`src/rtl/multicycle_control_unit_pkg.sv`:
```
// Shared REDUX-V constants: opcodes, control-vector bit positions, FSM states
// and the routing predicates used to sequence each instruction class.
package multicycle_control_unit_pkg;

    localparam int OP_W = 4;

    localparam logic [3:0] OP_BRZR = 4'h0;
    localparam logic [3:0] OP_JI   = 4'h1;
    localparam logic [3:0] OP_LD   = 4'h2;
    localparam logic [3:0] OP_ST   = 4'h3;
    localparam logic [3:0] OP_ADDI = 4'h4;
    localparam logic [3:0] OP_PUSH = 4'h5;
    localparam logic [3:0] OP_POP  = 4'h6;
    localparam logic [3:0] OP_MOV  = 4'h7;
    localparam logic [3:0] OP_NOT  = 4'h8;
    localparam logic [3:0] OP_ADD  = 4'h9;
    localparam logic [3:0] OP_SUB  = 4'hA;
    localparam logic [3:0] OP_AND  = 4'hB;
    localparam logic [3:0] OP_OR   = 4'hC;
    localparam logic [3:0] OP_XOR  = 4'hD;
    localparam logic [3:0] OP_SLR  = 4'hE;
    localparam logic [3:0] OP_SRR  = 4'hF;

    // Bit positions inside the control vector, MSB first.
    localparam int SIG_BR  = 9;
    localparam int SIG_RA  = 8;
    localparam int SIG_J   = 7;
    localparam int SIG_RE  = 6;
    localparam int SIG_DM  = 5;
    localparam int SIG_WE  = 4;
    localparam int SIG_SE  = 3;
    localparam int SIG_SP  = 2;
    localparam int SIG_SPR = 1;
    localparam int SIG_RD  = 0;

    typedef enum logic [2:0] {
        S_IDLE   = 3'd0,
        S_FETCH  = 3'd1,
        S_DECODE = 3'd2,
        S_EXEC   = 3'd3,
        S_MEM    = 3'd4,
        S_WB     = 3'd5,
        S_FAULT  = 3'd6
    } state_e;

    function automatic logic is_mem(input logic [OP_W-1:0] op);
        return (op == OP_LD) || (op == OP_ST) || (op == OP_PUSH) || (op == OP_POP);
    endfunction

    function automatic logic is_branch(input logic [OP_W-1:0] op);
        return (op == OP_BRZR) || (op == OP_JI);
    endfunction

    // Everything except branches and stores ends with a register write.
    function automatic logic writes_rf(input logic [OP_W-1:0] op);
        return !(is_branch(op) || (op == OP_ST) || (op == OP_PUSH));
    endfunction

endpackage

```
`src/rtl/multicycle_control_unit_decode.sv`:
```
// Combinational opcode -> control vector / ALU op table, shared with the
// single-cycle control unit.
module control_decode
    import multicycle_control_unit_pkg::*;
#(
    parameter int OP     = 4,
    parameter int ULA_OP = 3,
    parameter int SIG    = 10
) (
    input  logic [OP-1:0]     op_i,
    output logic [SIG-1:0]    signals_o,
    output logic [ULA_OP-1:0] ula_op_o
);

    always_comb begin
        signals_o = '0;
        ula_op_o  = op_i[ULA_OP-1:0];
        case (op_i)
            OP_BRZR: begin
                signals_o[SIG_BR] = 1'b1;
                signals_o[SIG_RA] = 1'b1;
            end
            OP_JI: signals_o[SIG_J] = 1'b1;
            OP_LD: begin
                signals_o[SIG_RA] = 1'b1;
                signals_o[SIG_RE] = 1'b1;
                signals_o[SIG_DM] = 1'b1;
            end
            OP_ST: signals_o[SIG_WE] = 1'b1;
            OP_ADDI: begin
                signals_o[SIG_SE] = 1'b1;
                signals_o[SIG_RE] = 1'b1;
                ula_op_o          = OP_ADD[ULA_OP-1:0];
            end
            OP_PUSH: begin
                signals_o[SIG_RA]  = 1'b1;
                signals_o[SIG_RE]  = 1'b1;
                signals_o[SIG_WE]  = 1'b1;
                signals_o[SIG_DM]  = 1'b1;
                signals_o[SIG_SP]  = 1'b1;
                signals_o[SIG_SPR] = 1'b1;
            end
            OP_POP: begin
                signals_o[SIG_RA] = 1'b1;
                signals_o[SIG_RE] = 1'b1;
                signals_o[SIG_DM] = 1'b1;
                signals_o[SIG_SP] = 1'b1;
            end
            OP_MOV: begin
                signals_o[SIG_RA] = 1'b1;
                signals_o[SIG_RE] = 1'b1;
                signals_o[SIG_RD] = 1'b1;
            end
            // Register-register ALU group.
            default: begin
                signals_o[SIG_RA] = 1'b1;
                signals_o[SIG_RE] = 1'b1;
            end
        endcase
    end

endmodule

```
`src/rtl/multicycle_control_unit.sv`:
```
// Multi-cycle REDUX-V sequencer: FETCH/DECODE/EXEC/MEM/WB with bounded
// req/ack handshakes to instruction and data memory and a sticky timeout fault.
module multicycle_control_unit
    import multicycle_control_unit_pkg::*;
#(
    parameter int OP       = 4,
    parameter int ULA_OP   = 3,
    parameter int SIG      = 10,
    parameter int MAX_WAIT = 15
) (
    input  logic              clk,
    input  logic              rst,
    input  logic              run,
    input  logic [OP-1:0]     op,
    input  logic              imem_ack,
    input  logic              dmem_ack,
    output logic              imem_req,
    output logic              dmem_req,
    output logic              ir_we,
    output logic              rf_we,
    output logic              dm_we,
    output logic              pc_we,
    output logic [SIG-1:0]    signals,
    output logic [ULA_OP-1:0] ula_op,
    output logic              fault
);

    localparam int WW = $clog2(MAX_WAIT + 1);

    state_e          state_q, state_d;
    logic [OP-1:0]   op_q, op_d;
    logic [WW-1:0]   wait_q, wait_d;
    logic [SIG-1:0]  dec_sig;
    logic            wait_max;
    state_e          end_state;

    control_decode #(.OP(OP), .ULA_OP(ULA_OP), .SIG(SIG)) u_decode (
        .op_i      (op_q),
        .signals_o (dec_sig),
        .ula_op_o  (ula_op)
    );

    assign wait_max  = (wait_q == WW'(MAX_WAIT));
    assign end_state = run ? S_FETCH : S_IDLE;

    always_ff @(posedge clk or posedge rst) begin
        if (rst) begin
            state_q <= S_IDLE;
            op_q    <= '0;
            wait_q  <= '0;
        end else begin
            state_q <= state_d;
            op_q    <= op_d;
            wait_q  <= wait_d;
        end
    end

    // wait_d defaults to zero so the counter is clear on every entry to a
    // handshake state; it only counts while a request is pending.
    always_comb begin
        state_d  = state_q;
        op_d     = op_q;
        wait_d   = '0;
        imem_req = 1'b0;
        dmem_req = 1'b0;
        ir_we    = 1'b0;
        rf_we    = 1'b0;
        dm_we    = 1'b0;
        pc_we    = 1'b0;
        fault    = 1'b0;
        case (state_q)
            S_IDLE: begin
                if (run) state_d = S_FETCH;
            end
            S_FETCH: begin
                imem_req = 1'b1;
                if (imem_ack) begin
                    ir_we   = 1'b1;
                    op_d    = op;
                    state_d = S_DECODE;
                end else if (wait_max) begin
                    state_d = S_FAULT;
                end else begin
                    wait_d = wait_q + 1'b1;
                end
            end
            S_DECODE: state_d = is_mem(op_q) ? S_MEM : S_EXEC;
            S_EXEC: begin
                if (is_branch(op_q)) begin
                    pc_we   = 1'b1;
                    state_d = end_state;
                end else begin
                    state_d = S_WB;
                end
            end
            S_MEM: begin
                dmem_req = 1'b1;
                dm_we    = dec_sig[SIG_WE];
                if (dmem_ack) begin
                    if (writes_rf(op_q)) begin
                        state_d = S_WB;
                    end else begin
                        pc_we   = 1'b1;
                        state_d = end_state;
                    end
                end else if (wait_max) begin
                    state_d = S_FAULT;
                end else begin
                    wait_d = wait_q + 1'b1;
                end
            end
            S_WB: begin
                rf_we   = 1'b1;
                pc_we   = 1'b1;
                state_d = end_state;
            end
            S_FAULT: fault = 1'b1;
            default: state_d = S_FAULT;
        endcase
    end

    assign signals = ((state_q == S_IDLE) || (state_q == S_FETCH) || (state_q == S_FAULT))
                     ? '0 : dec_sig;

endmodule

```
`config.mk`:
```
export PLATFORM = sky130hd
export DESIGN_NAME = multicycle_control_unit
export DESIGN_NICKNAME = d
export VERILOG_FILES = /design/src/rtl/multicycle_control_unit_pkg.sv /design/src/rtl/multicycle_control_unit_decode.sv /design/src/rtl/multicycle_control_unit.sv
export SDC_FILE = /design/constraint.sdc
export NUM_CORES = 1
export LEC_CHECK = 0
export BUFFER_PORTS_ARGS = -buffer_cell sky130_fd_sc_hd__buf_4
export CAP_MARGIN = 5
export CORE_UTILIZATION = 50
export CTS_BUF_LIST = sky130_fd_sc_hd__clkbuf_4
export DETAILED_ROUTE_END_ITERATION = 10
export PLACE_DENSITY = 0.76
export SETUP_SLACK_MARGIN = 0.4
export SYNTH_ARGS = -nofsm -noshare
export SYNTH_HDL_FRONTEND = slang
export SYNTH_SLANG_ARGS = --single-unit
export TNS_END_PERCENT = 50
```
`constraint.sdc`:
```
create_clock -name clk -period 1.63 [get_ports clk]
set_input_delay 0.163 -clock clk [delete_from_list [all_inputs] [get_ports clk]]
set_output_delay 0.163 -clock clk [all_outputs]
set_load 0.05 [all_outputs]
```
==> results of run 1 <==
[stage by stage]
stage,instance area [µm²],std cells
2_1_floorplan,1006,104
3_3_place_gp,1272,151
3_5_place_dp,1272,151
4_1_cts,1473,162
[logic make-up after synthesis]
| kind of cell | after synthesis |
|---|---|
| DFF | 11 |
| AOI/OAI and AO/OA | 27 |
| adders and majority gates | 1 |
| xor gates and xnor gates | 1 |
| buffers and inverters | 16 |
| and+or+nand+nor | 43 |
| muxes | 5 |
[what timing repair did]
action | in CTS
resized for setup | 30
setup buffers | 6
hold buffers | 1
pin swaps | 4
endpoints found under the setup margin | 31
endpoints found under the hold margin | 11
==> flow_summary.json, run 1 <==
{
  "synth_area_leaders": "dfrtp_1 33%, mux2_2 5.3%, nor2_1 4.4%",
  "ys_seq_area_share_pct": 32.54,
  "post-place-ws_ns": -0.05568,
  "die_w_um": 43.13,
  "synth_top_area_cell": "dfrtp_1",
  "worst_endpoint": "pc_we",
  "tool.error": "[ERROR DPL-0038] Utilization greater than 100%, impossible to legalize",
  "synth_fa_ha_area_share_pct": 1.479,
  "yosys_most_used_dff": "dfrtp_1",
  "async_flop_share_pct": 100.0,
  "outcome": "aborted with a tool error",
  "synth.top_cell.area_share_pct": 32.54,
  "die_y_um": 43.13,
  "std_cell_rows": 14,
  "stop_stage": "global routing",
  "yosys_warnings": 0,
  "htreeDepth": 1,
  "clockRootBuffer": "clkbuf_4",
  "ys_ff_latch": 11,
  "cts_sinks": 11,
  "numCtsBuffers": 3,
  "port-buffer-count": 28,
  "synth_area_um2": 845.8,
  "worstEndpointType": "top-level output",
  "ios": 29,
  "place_hpwl_um": 1734,
  "grt_max_degree": 16,
  "synth-edff-count": 0,
  "synthMuxAreaShare_pct": 6.509,
  "start_util_pct": 54.87,
  "synthSimpleGateAreaFrac_pct": 28.85,
  "syn-num-nets": 114,
  "cts_buffer_depth": 2,
  "synth-compound-area-share_pct": 21.01,
  "synthTopCellsByCount": "11 x dfrtp_1, 10 x nor2_1, 8 x inv_1",
  "synth.most_common_cell": "dfrtp_1",
  "gp_congestion": 0.8154,
  "avgSynthCellArea_um2": 8.133,
  "synth_top_family_by_area": "simple AND/OR/NAND/NOR gates",
  "synthCells": 104,
  "yosysUniqueCellTypes": 40,
  "synth_xor_area_share_pct": 1.036
}
==> inputs of run 2 (changes only) <==
--- a/config.mk
+++ b/config.mk
@@ -7,11 +7,10 @@
 export LEC_CHECK = 0
 export BUFFER_PORTS_ARGS = -buffer_cell sky130_fd_sc_hd__buf_4
 export CAP_MARGIN = 5
-export CORE_UTILIZATION = 50
-export CTS_BUF_LIST = sky130_fd_sc_hd__clkbuf_4
+export CORE_AREA = 2 2 63 65
 export DETAILED_ROUTE_END_ITERATION = 10
-export PLACE_DENSITY = 0.76
-export SETUP_SLACK_MARGIN = 0.4
+export DIE_AREA = 0 0 65 67
+export PLACE_DENSITY_LB_ADDON = 0.15
 export SYNTH_ARGS = -nofsm -noshare
 export SYNTH_HDL_FRONTEND = slang
 export SYNTH_SLANG_ARGS = --single-unit
==> run 2 against run 1 <==
Net effect: the flow now finishes, with violations (negative setup slack); synthesized area unchanged; synthesized cell count unchanged.
==> flow_summary.json, run 2 <==
{
  "crit_start": "op_q[1]$_DFFE_PP0P_",
  "crit_arrival_ns": 1.67,
  "worst_slew_pin_slew_ns": 0.4164,
  "final_cell_mix": "28 x buf_4, 17 x buf_6, 11 x dfrtp_1",
  "htreeDepth": 1,
  "grt_max_degree": 16,
  "path_clk_slew_ns": 0.05,
  "highest_layer": "met4",
  "fin_ws_ns": -0.2070,
  "insertion_delay_ns": 0.23,
  "worstReg2RegEnd": "state_q[0]$_DFFE_PP0P_",
  "finClkSkew_ns": 0.003131,
  "synth-edff-count": 0,
  "port-buffer-count": 28,
  "met3_wirelength_um": 69,
  "outcome": "finished, violations left",
  "coreArea_mm2": 0.003606,
  "route.detailed.drc": 0,
  "ant_nets": 0,
  "grt_overflow": 0,
  "max_freq_mhz": 544.4,
  "cts_buffer_depth": 2,
  "max_cap_violations": 0,
  "min_to": "op_q[0]$_DFFE_PP0P_",
  "dieArea_mm2": 0.004355,
  "period_share_pct": 112.7,
  "yosys_warnings": 0,
  "synth.top_cell.area_share_pct": 32.54,
  "reg_top3": "op_q x4, wait_q x4, state_q x3",
  "hold-path-cell-count": 2,
  "drive_gt1_share_pct": 54.05,
  "post-place-ws_ns": -0.03424,
  "synthCells": 104,
  "antenna_found_initial": 0,
  "failed_checks": "negative setup slack",
  "vias": 889,
  "hold_viol_final": 0,
  "startpoint_type": "register",
  "grt_pass1_wl_um": 4174,
  "numCtsBuffers": 3,
  "std_cell_rows": 22,
  "reg2reg_depth": 4,
  "synth_area_um2": 845.8,
  "dr.pass1.iters": 4,
  "synth_top_area_cell": "dfrtp_1",
  "fin_nets": 159,
  "async_flop_share_pct": 100.0,
  "cts_tree": "yes",
  "worstHoldPathType": "primary input to register",
  "ios": 29,
  "wl_um": 2456,
  "rr_startpoint": "op_q[1]$_DFFE_PP0P_",
  "gp_congestion": 0.8437,
  "place_hpwl_um": 1876,
  "avgSynthCellArea_um2": 8.133,
  "final_common_cell": "buf_4",
  "ys_seq_area_share_pct": 32.54,
  "rsz0062_at_grt": "true",
  "period_needed_ns": 1.837,
  "die_w_um": 65,
  "drtIter0Drc": 26,
  "yosys_most_used_dff": "dfrtp_1",
  "hold_path_startpoint": "op[0]",
  "syn-num-nets": 114,
  "ys_ff_latch": 11,
  "slew_headroom_pct": 71.89,
  "synth_area_leaders": "dfrtp_1 33%, mux2_2 5.3%, nor2_1 4.4%",
  "post_drt_wl_per_cell_um": 12.53,
  "vias_per_cell": 4.536,
  "critPathKind": "register to primary output",
  "die_y_um": 67,
  "wl_met1_um": 1084,
  "crit_fanout": 2,
  "antennaDiodeCount": 0,
  "start_util_pct": 23.46,
  "required_ns": 1.47,
  "clockRootBuffer": "clkbuf_8",
  "gr-usage-all-layers_pct": 12.33,
  "grt_pass1_vias": 878,
  "slew_violations": 0,
  "rrSetupSlack_ns": 0.02,
  "fill_cells": 363,
  "yosysUniqueCellTypes": 40,
  "wl_met2_um": 1281,
  "worst_setup_path_end_kind": "primary output",
  "synth.most_common_cell": "dfrtp_1",
  "area_growth_pct": 80.92,
  "cts_sinks": 11,
  "synthTopCellsByCount": "11 x dfrtp_1, 10 x nor2_1, 8 x inv_1",
  "setup_violations": 12
}
==> run 2: cell counts after synthesis <==
No cell type changed its count.
==> run 2: worst max-delay path by stage <==
| stage | end | slack, ns | cells past startpoint |
|---|---|---|---|
| 6_report | pc_we | -0.21 | 4 |
| 5_1_grt | pc_we | -0.25 | 4 |
| 4_1_cts | pc_we | -0.21 | 4 |
| 3_5_place_dp | pc_we | -0.03 | 6 |
| 3_3_place_gp | pc_we | -0.02 | 4 |
| 2_1_floorplan | signals[1] | -0.18 | 5 |
==> run 2: repair_timing <==
action / 4_1_cts / 5_1_grt
hold buffers: 1 / 0
pin swaps: 5 / 5
gates cloned: 0 / 0
buffers inserted: 2 / 3
setup endpoints to repair: 13 / 15
gates resized for setup: 22 / 11
hold endpoints to repair: 11 / 0
==> run 2: per-layer routing <==
layer	global-route usage, %	up-vias
met3	2.703	2
met4	3.191	0
met1	15.21	420
li1	-	453
met2	21.65	14
met5	0	-
==> run 2: through the flow <==
stage / cell area, µm² / util, % / cells / hold slack (ns) / setup TNS, ns
finish: 1530 / 42.44 / 196 / 0.1672 / -0.7757
floorplan: 994.7 / - / 104 / 0.01544 / -1.533
CTS: 1460 / 40.49 / 193 / 0.1658 / -0.8330
global placement: 1311 / 36.36 / 186 / 0.1897 / -0.02412
global route: 1530 / 42.44 / 196 / 0.1595 / -1.738
detailed placement: 1311 / 36.36 / 186 / 0.1965 / -0.03502
==> run 2: cell families after synthesis <==
group / count (synthesis) / synth area share [%]
mux: 5 / 6.509
compound gates: 27 / 21.01
xor+xnor: 1 / 1.036
fa+ha+maj: 1 / 1.479
buf+inv: 16 / 8.579
flops: 11 / 32.54
simple gates: 43 / 28.85
==> run 2: final cells by class <==
type                       count  area (µm²)  area share [%]
multi-input combinational     77       673.1           43.99
inverter                       8       30.03           1.962
sequential                    11       275.3           17.99
clock buffer                   4       45.04           2.944
timing repair buffer          48       446.7           29.19
tap                           48       60.06           3.925
==> run 2: critical path: stages, from the launching register on <==
cell,delay [ns]
dfrtp_1,0.37
or3_4,0.39
or4_4,0.44
o21ai_4,0.07
buf_6,0.17
Power of run 2 is left out: the tool's default activity adds up to more than one toggle a clock period on the data nets, which glitch-free logic cannot reach.
